==> config.mk <==
export PLATFORM = sky130hd
export DESIGN_NAME = hdu_load_use_stall
export DESIGN_NICKNAME = d
export VERILOG_FILES = /design/src/rtl/hdu_load_use_stall.sv
export SDC_FILE = /design/constraint.sdc
export NUM_CORES = 1
export LEC_CHECK = 0
export ABC_CLOCK_PERIOD_IN_PS = 3900
export CORE_AREA = 2 2 82 53
export DETAILED_ROUTE_END_ITERATION = 10
export DIE_AREA = 0 0 84 55
export HOLD_SLACK_MARGIN = 0.02
export SLEW_MARGIN = 20
export SYNTH_ARGS = -nofsm -noshare
export SYNTH_HDL_FRONTEND = slang
export SYNTH_SLANG_ARGS = --single-unit
==> constraint.sdc <==
create_clock -name i_clk -period 3.9 [get_ports i_clk]
set_clock_uncertainty 0.2 [all_clocks]
set_input_delay 0.39 -clock i_clk [delete_from_list [all_inputs] [get_ports i_clk]]
set_output_delay 0.39 -clock i_clk [all_outputs]
set_load 0.05 [all_outputs]
==> src/rtl/hdu_load_use_stall.sv <==
// Load-use hazard detection unit: compares ID sources against an EX-stage load
// destination and holds PC/IF-ID while bubbling ID/EX for LOAD_LATENCY cycles.
module hdu_load_use_stall #(
    parameter int unsigned REG_ADDR_W   = 3,
    parameter int unsigned LOAD_LATENCY = 1,
    parameter int unsigned ZERO_REG_EN  = 0,
    parameter int unsigned CNT_W        = 16
) (
    input  logic                  i_clk,
    input  logic                  i_rst_n,
    input  logic [REG_ADDR_W-1:0] i_rsrc1,
    input  logic [REG_ADDR_W-1:0] i_rsrc2,
    input  logic                  i_src1_used,
    input  logic                  i_src2_used,
    input  logic [REG_ADDR_W-1:0] i_rdst,
    input  logic                  i_mem_read,
    input  logic                  i_mem_busy,
    input  logic                  i_flush,
    input  logic                  i_cnt_clr,
    output logic                  o_stall,
    output logic                  o_bubble,
    output logic [1:0]            o_hazard_src,
    output logic [CNT_W-1:0]      o_stall_count
);

    localparam int unsigned LAT_W = $clog2(LOAD_LATENCY + 1);

    typedef enum logic {
        IDLE,
        STALL
    } state_t;

    state_t           state_q, state_d;
    logic [LAT_W-1:0] cnt_q, cnt_d;
    logic             zero_block;
    logic             match1, match2, hazard;
    logic             stall_raw;
    logic [1:0]       src_raw;
    logic [CNT_W-1:0] count_q;

    always_comb begin
        zero_block = (ZERO_REG_EN != 0) && (i_rdst == '0);
        match1     = i_src1_used && (i_rsrc1 == i_rdst) && !zero_block;
        match2     = i_src2_used && (i_rsrc2 == i_rdst) && !zero_block;
        hazard     = i_mem_read && (match1 || match2);
    end

    always_comb begin
        state_d   = state_q;
        cnt_d     = cnt_q;
        stall_raw = 1'b0;
        src_raw   = '0;
        case (state_q)
            IDLE: begin
                src_raw = {match2, match1} & {2{i_mem_read}};
                if (hazard && !i_flush) begin
                    stall_raw = 1'b1;
                    if (LOAD_LATENCY > 1) begin
                        state_d = STALL;
                        cnt_d   = LAT_W'(LOAD_LATENCY - 1);
                    end
                end
            end
            STALL: begin
                // EX already holds a bubble here, so new matches are ignored
                stall_raw = 1'b1;
                if (!i_mem_busy) begin
                    if (cnt_q == LAT_W'(1)) begin
                        state_d = IDLE;
                        cnt_d   = '0;
                    end else begin
                        cnt_d = cnt_q - LAT_W'(1);
                    end
                end
            end
            default: begin
                state_d = IDLE;
                cnt_d   = '0;
            end
        endcase
        if (i_flush) begin
            stall_raw = 1'b0;
            state_d   = IDLE;
            cnt_d     = '0;
        end
    end

    always_ff @(posedge i_clk or negedge i_rst_n) begin
        if (!i_rst_n) begin
            state_q <= IDLE;
            cnt_q   <= '0;
        end else begin
            state_q <= state_d;
            cnt_q   <= cnt_d;
        end
    end

    always_ff @(posedge i_clk or negedge i_rst_n) begin
        if (!i_rst_n) begin
            count_q <= '0;
        end else if (i_cnt_clr) begin
            count_q <= '0;
        end else if (stall_raw && (count_q != '1)) begin
            count_q <= count_q + CNT_W'(1);
        end
    end

    // Outputs are gated by reset so they read 0 while reset is held
    assign o_stall       = stall_raw & i_rst_n;
    assign o_bubble      = stall_raw & i_rst_n;
    assign o_hazard_src  = src_raw & {2{i_rst_n}};
    assign o_stall_count = count_q;

endmodule

==> impl_metrics.sql, run 1 <==
INSERT INTO impl_metrics (metric_group, metric, value, unit) VALUES
('drt', 'remaining_drc_errors', '0', ''),
('timing', 'final_hold_violation_count', '0', ''),
('synthesis', 'yosysWarningCount', '0', ''),
('timing', 'setup_viol', '0', ''),
('cells_and_area', 'postLayoutCoreUtil', '39.7', '%'),
('clock_network', 'cts_tree', 'done', ''),
('drt', 'antenna_left', '0', ''),
('timing', 'relSlewSlack', '41.7', '%'),
('power_and_ir_drop', 'internal_power', '0.000298', 'W'),
('power_and_ir_drop', 'p_switching', '0.0000892', 'W'),
('flow_run', 'max_cap_viol_count', '0', ''),
('timing', 'hold-worst-slack', '272', 'ps'),
('power_and_ir_drop', 'p_total', '0.000387', 'W'),
('floorplan', 'placeableCoreArea', '3900', 'sq um'),
('clock_network', 'cts_made_buffers', '3', ''),
('power_and_ir_drop', 'p_per_area', '250', 'nW/um^2'),
('power_and_ir_drop', 'power.ir.vdd_worst', '0.137', 'mV'),
('placed_design', 'gp_congestion', '0.814', ''),
('power_and_ir_drop', 'pwr-share-seq', '48.4', '%'),
('drt', 'detailroute.via_count', '1104', ''),
('critical_path', 'critical_path_arrival', '2600', 'ps'),
('grt', 'largest_net_degree_at_the_start_of_global_routing', '31', ''),
('power_and_ir_drop', 'p_leak', '0.566', 'nW'),
('drt', 'drt_iter0_drc', '67', ''),
('synthesis', 'post_synth_num_cell_types', '34', ''),
('timing', 'timing.fmax', '0.313', 'GHz'),
('timing', 'tightestPinTransition', '875', 'ps'),
('power_and_ir_drop', 'power.share.switching', '23.0', '%'),
('clock_network', 'clock-root-buffer', 'sky130_fd_sc_hd__clkbuf_8', ''),
('hold_path', 'hold_path_class', 'reg -> reg', ''),
('clock_network', 'tritoncts_num_sinks', '18', ''),
('critical_path', 'critical_path.startpoint', 'i_rdst[2]', ''),
('grt', 'grtUsageTotal', '12.7', '%'),
('drt', 'routed_via_density', '5.28', ''),
('critical_path', 'critical_path.cell_chain', 'clkdlybuf4s50_1 > xor2_1 > or4_4 > a31o_1 > nor2_1 > buf_4', ''),
('synthesis', 'synth_compound_area_share', '17.6', '%'),
('critical_path', 'required_time_worst_endpoint', '3310', 'ps'),
('clock_network', 'hold_buffers', '0', ''),
('grt', 'grt_antenna_before_repair', '0', ''),
('synthesis', 'syn-mean-instance-area', '8.81', 'sq um'),
('drt', 'detailedRoute.firstPassIterationCount', '4', ''),
('floorplan', 'fp.dieW', '84', 'um'),
('timing', 'finalWorstPathRequiredPeriod', '3190', 'ps'),
('synthesis', 'yosys.area_share.simple', '27.8', '%'),
('cells_and_area', 'area_growth', '39.5', '%'),
('critical_path', 'critical_path.max_fanout', '30', ''),
('synthesis', 'synth_mux_area_share', '2.93', '%'),
('placed_design', 'io_buffer_count', '36', ''),
('critical_path', 'cp_slowest_cell', 'sky130_fd_sc_hd__or4_4', ''),
('placed_design', 'dp.final_hpwl', '2.18', 'mm'),
('grt', 'grt_overflow', '0', ''),
('synthesis', 'synth.cell_area', '1110', 'sq um'),
('timing', 'fin_tns_setup', '0', 'ps'),
('cells_and_area', 'final_nets', '178', ''),
('critical_path', 'startpoint_type', 'input port', ''),
('critical_path', 'cpLargestDelayFamily', 'simple AND/OR/NAND/NOR gates', ''),
('critical_path', 'setup.worst_path.class', 'in -> out', ''),
('drt', 'wl', '2.99', 'mm'),
('timing', 'slew_violations', '0', ''),
('synthesis', 'synth-adder-area-share', '1.13', '%'),
('power_and_ir_drop', 'pwr-share-clk', '40.6', '%'),
('floorplan', 'die_height', '55', 'um'),
('critical_path', 'crit_buf_inv', '2', ''),
('timing', 'final.period_utilization', '81.9', '%'),
('floorplan', 'floorplan.io_pins', '37', ''),
('outcome', 'outcome', 'finished clean', ''),
('synthesis', 'synth_top_family_by_area', 'simple AND/OR/NAND/NOR gates', ''),
('floorplan', 'initial_utilization', '28.5', '%'),
('cells_and_area', 'share_of_post_route_cells_with_drive_strength_above_1', '6.29', '%'),
('grt', 'grt_pass1_vias', '966', ''),
('timing', 'unrepaired_setup_endpoints_after_global_routing', 'false', '');
==> layer usage <==
layer	global-route usage (%)	up-vias	routed length (um)
met5	0	-	0
met4	2.42	0	21
met3	3.86	2	131
met2	20.9	26	1430
met1	17.0	542	1410
li1	-	534	-
==> registers in the layout, summed over array words and instances (netlist names) <==
name,count
o_stall_count,16
state_q,1
cnt_q,1
==> power groups by stage <==
stage                     registers (W)  clock network [W]   logic, W
after floorplan                0.000192                  0  0.0000153
after global placement         0.000191                  0  0.0000420
after detailed placement       0.000191                  0  0.0000430
after CTS                      0.000187           0.000158  0.0000432
after global routing           0.000187           0.000167  0.0000463
final                          0.000187           0.000157  0.0000426
==> cell families (layout without fill, tap and decap cells) <==
| logic type | Yosys count | in the layout |
|---|---|---|
| buffers and inverters | 12 | 45 |
| and+or+nand+nor | 55 | 55 |
| xor gates and xnor gates | 6 | 6 |
| DFF | 18 | 18 |
| muxes | 3 | 3 |
| AOI/OAI and AO/OA | 31 | 31 |
| adders and majority gates | 1 | 1 |
==> synthesized netlist by cell type <==
cell / instances / area share (%)
sky130_fd_sc_hd__a211oi_1: 1 / 0.68
sky130_fd_sc_hd__nand3b_1: 1 / 0.68
sky130_fd_sc_hd__o21ai_1: 1 / 0.45
sky130_fd_sc_hd__nand2_1: 12 / 4.1
sky130_fd_sc_hd__nand3_1: 5 / 2.3
sky130_fd_sc_hd__nand2b_1: 2 / 1.1
sky130_fd_sc_hd__nor3_1: 1 / 0.45
sky130_fd_sc_hd__mux2i_1: 1 / 0.90
sky130_fd_sc_hd__buf_6: 1 / 1.0
sky130_fd_sc_hd__buf_2: 1 / 0.45
sky130_fd_sc_hd__mux2_1: 2 / 2.0
sky130_fd_sc_hd__nor2_1: 7 / 2.4
sky130_fd_sc_hd__nand4_1: 3 / 1.7
sky130_fd_sc_hd__buf_1: 1 / 0.34
sky130_fd_sc_hd__clkbuf_1: 4 / 1.4
sky130_fd_sc_hd__o31a_1: 1 / 0.79
sky130_fd_sc_hd__dfrtp_1: 18 / 41
sky130_fd_sc_hd__o31ai_1: 10 / 6.8
sky130_fd_sc_hd__or4_4: 1 / 1.0
sky130_fd_sc_hd__o21ai_0: 3 / 1.4
sky130_fd_sc_hd__nor2b_1: 2 / 1.1
sky130_fd_sc_hd__inv_1: 4 / 1.4
sky130_fd_sc_hd__and2_1: 2 / 1.1
sky130_fd_sc_hd__o21ba_2: 1 / 0.90
sky130_fd_sc_hd__xor2_1: 6 / 4.7
sky130_fd_sc_hd__or4_1: 11 / 7.4
sky130_fd_sc_hd__and3_1: 1 / 0.56
sky130_fd_sc_hd__or3_1: 3 / 1.7
sky130_fd_sc_hd__a21oi_1: 13 / 5.9
sky130_fd_sc_hd__a31o_1: 1 / 0.79
sky130_fd_sc_hd__nor4_1: 3 / 1.7
sky130_fd_sc_hd__or2_2: 1 / 0.56
sky130_fd_sc_hd__buf_4: 1 / 0.68
sky130_fd_sc_hd__ha_1: 1 / 1.1
==> path summary, 6_finish.rpt <==
kind	endpoint	slack (ps)	depth (start not counted)
min in group asynchronous	o_stall_count[9]	380	2
worst min-delay path	state_q	270	1
worst max-delay path	o_stall	710	6
max in group asynchronous	cnt_q	2910	2
worst min register to register	state_q	270	1
worst max register to register	o_stall_count[5]	1470	6
==> stage by stage <==
step                      setup slack, ps  std cells  area, sq um
after floorplan                       623        126         1110
after global placement                791        205         1490
after detailed placement              667        205         1490
after CTS                             693        209         1550
after global routing                  534        209         1550
final                                 707        209         1550
==> cell usage in the layout, fill, tap and decap left out, types with 4 or more instances in the layout <==
master,count
sky130_fd_sc_hd__or4_1,11
sky130_fd_sc_hd__o31ai_1,10
sky130_fd_sc_hd__dfrtp_1,18
sky130_fd_sc_hd__inv_1,4
sky130_fd_sc_hd__clkbuf_8,4
sky130_fd_sc_hd__nand2_1,12
sky130_fd_sc_hd__xor2_1,6
sky130_fd_sc_hd__a21oi_1,13
sky130_fd_sc_hd__nor2_1,7
sky130_fd_sc_hd__clkdlybuf4s50_1,34
sky130_fd_sc_hd__nand3_1,5
==> final cells by class <==
class                      count  area, sq um  area share (%)
multi-input combinational     96          602            38.9
sequential                    18          450            29.1
timing repair buffer          37          363            23.4
tap                           50         62.6            4.04
clock buffer                   4         55.1            3.56
inverter                       4         15.0           0.970
Power figures use the tool's default switching activity.
==> run 2: changes to the inputs <==
ABC_CLOCK_PERIOD_IN_PS = 2800   (was 3900)
clock period = 2.8 ns   (was 3.9 ns; I/O delays follow)
==> impl_metrics.sql, run 2 (synthesis results as in run 1) <==
INSERT INTO impl_metrics (metric_group, metric, value, unit) VALUES
('grt', 'grt_pass1_wl', '4.39', 'mm'),
('grt', 'grt_overflow', '0', ''),
('placed_design', 'io_buffer_count', '36', ''),
('cells_and_area', 'postLayoutCoreUtil', '41.8', '%'),
('critical_path', 'setup.worst_path.class', 'in -> out', ''),
('critical_path', 'required_time_worst_endpoint', '2320', 'ps'),
('floorplan', 'fp.dieW', '84', 'um'),
('grt', 'largest_net_degree_at_the_start_of_global_routing', '27', ''),
('cells_and_area', 'largest_register_ffs', '16', ''),
('cells_and_area', 'share_of_post_route_cells_with_drive_strength_above_1', '9.88', '%'),
('power_and_ir_drop', 'p_per_area', '331', 'nW/um^2'),
('drt', 'avgRoutedWirePerCell', '13.3', 'um'),
('critical_path', 'ff2ff_setup_slack', '360', 'ps'),
('flow_run', 'max_cap_viol_count', '0', ''),
('clock_network', 'hold_buffers', '0', ''),
('drt', 'detailroute.via_count', '1085', ''),
('clock_network', 'htree_num_levels', '1', ''),
('floorplan', 'floorplan.io_pins', '37', ''),
('placed_design', 'detailedPlace.worstSlack', '-110', 'ps'),
('floorplan', 'floorplan_row_count', '18', ''),
('critical_path', 'r2r.worst_path.cells', '6', ''),
('timing', 'final.period_utilization', '97.9', '%'),
('timing', 'timing.fmax', '0.365', 'GHz'),
('floorplan', 'die_height', '55', 'um'),
('drt', 'detailedRoute.firstPassIterationCount', '5', ''),
('cells_and_area', 'final_nets', '181', ''),
('placed_design', 'place.detailed.instances', '208', ''),
('critical_path', 'worst_r2r_startpoint', 'o_stall_count[0]', ''),
('grt', 'grtUsageTotal', '12.4', '%'),
('grt', 'grt_pass1_vias', '931', ''),
('clock_network', 'worst_setup_hold_path_clk_slew', '70', 'ps'),
('critical_path', 'critical_path.endpoint_type', 'output port', ''),
('critical_path', 'timing.rr.end', 'o_stall_count[6]', ''),
('floorplan', 'placeableCoreArea', '3900', 'sq um'),
('critical_path', 'critical_path.max_fanout', '26', ''),
('floorplan', 'initial_utilization', '28.5', '%'),
('timing', 'unrepaired_setup_endpoints_after_global_routing', 'false', ''),
('cells_and_area', 'commonest_non_fill_non_tap_cell_in_the_layout', 'sky130_fd_sc_hd__clkdlybuf4s50_1', ''),
('clock_network', 'cts_made_buffers', '3', ''),
('cells_and_area', 'fill_cells', '384', ''),
('critical_path', 'startpoint_type', 'input port', ''),
('drt', 'antenna_left', '0', ''),
('cells_and_area', 'finalNonFillerCells', '212', ''),
('timing', 'final_hold_violation_count', '0', ''),
('hold_path', 'hold_path_class', 'in -> async', ''),
('clock_network', 'cts_tree', 'done', ''),
('drt', 'wl', '2.83', 'mm'),
('placed_design', 'dp.final_hpwl', '2.15', 'mm'),
('power_and_ir_drop', 'p_total', '0.000540', 'W'),
('timing', 'slew_violations', '0', ''),
('drt', 'remaining_drc_errors', '0', ''),
('timing', 'finalWorstPathRequiredPeriod', '2740', 'ps'),
('floorplan', 'dieArea', '4620', 'sq um'),
('cells_and_area', 'area_growth', '46.9', '%'),
('power_and_ir_drop', 'power.ir.vdd_worst', '0.156', 'mV'),
('placed_design', 'dpl-instance-area', '1580', 'sq um'),
('clock_network', 'clock-root-buffer', 'sky130_fd_sc_hd__clkbuf_8', ''),
('cells_and_area', 'final_cell_area', '1630', 'sq um'),
('critical_path', 'critical_path_arrival', '2260', 'ps'),
('cells_and_area', 'layout_common_cells', 'sky130_fd_sc_hd__clkdlybuf4s50_1 (32), sky130_fd_sc_hd__dfrtp_1 (18), sky130_fd_sc_hd__a21oi_1 (13)', ''),
('placed_design', 'gp_congestion', '0.832', ''),
('timing', 'final_critical_path_setup_slack', '58.2', 'ps'),
('timing', 'setup_viol', '0', ''),
('drt', 'drt_iter0_drc', '83', ''),
('clock_network', 'cts.path.max_buffers', '2', ''),
('grt', 'grt_antenna_before_repair', '0', ''),
('outcome', 'outcome', 'finished clean', ''),
('power_and_ir_drop', 'p_leak', '0.599', 'nW'),
('timing', 'tightestPinTransition', '702', 'ps'),
('clock_network', 'ctsResizeCount', '0', ''),
('cells_and_area', 'antenna_diode_count', '0', ''),
('clock_network', 'tritoncts_num_sinks', '18', ''),
('clock_network', 'insertion_delay', '260', 'ps'),
('clock_network', 'cts_post_setup_buffers_inserted', '0', ''),
('timing', 'relSlewSlack', '52.9', '%'),
('drt', 'routed_via_density', '5.12', '');
[run 2: changes by cell type in the layout (fill, tap and decap cells not counted), sizes merged]
cell	previous run	this run
buf	3	8
clkdlybuf4s50	34	32
[run 2: worst max-delay path, cell delays in order]
cell and delay (ps):
sky130_fd_sc_hd__clkdlybuf4s50_1 460, sky130_fd_sc_hd__xor2_1 170, sky130_fd_sc_hd__or4_1 550, sky130_fd_sc_hd__a31o_1 260
sky130_fd_sc_hd__buf_12 160, sky130_fd_sc_hd__nor2_2 200, sky130_fd_sc_hd__buf_12 170
[run 2: layout make-up]
type                       count  area (sq um)  area share (%)
sequential                    18           450            27.6
timing repair buffer          40           443            27.2
inverter                       4          15.0           0.921
clock buffer                   4          55.1            3.38
tap                           50          62.6            3.84
multi-input combinational     96           604            37.1
[run 2: report_power, final]
group	switching, W	internal [W]
combinational	0.0000298	0.0000343
clock	0.0000893	0.000125
sequential	0.000000729	0.000260
[run 2: worst max path at each step]
stage	start	endpoint	slack [ps]	cells past startpoint
floorplan	i_rdst[2]	o_stall	9	7
global placement	i_rdst[0]	o_stall_count[3]	-40	7
detailed placement	i_rdst[0]	o_stall_count[6]	-110	7
CTS	i_rdst[0]	o_bubble	50	7
global route	i_rdst[0]	o_bubble	4	7
finish	i_rdst[0]	o_bubble	60	7
[run 2: stage by stage]
stage,TNS [ps],hold WS (ps)
CTS,0,99.9
global placement,-73.4,252
finish,0,86.1
global route,0,109
floorplan,0,-216
detailed placement,-648,272
[run 2: per-layer routing]
layer / vias to the layer above / GRT usage [%] / wire (um)
li1: 538 / - / -
met1: 525 / 15.6 / 1320
met5: - / 0 / 0
met2: 17 / 20.7 / 1350
met4: 0 / 4.57 / 46
met3: 5 / 3.86 / 106
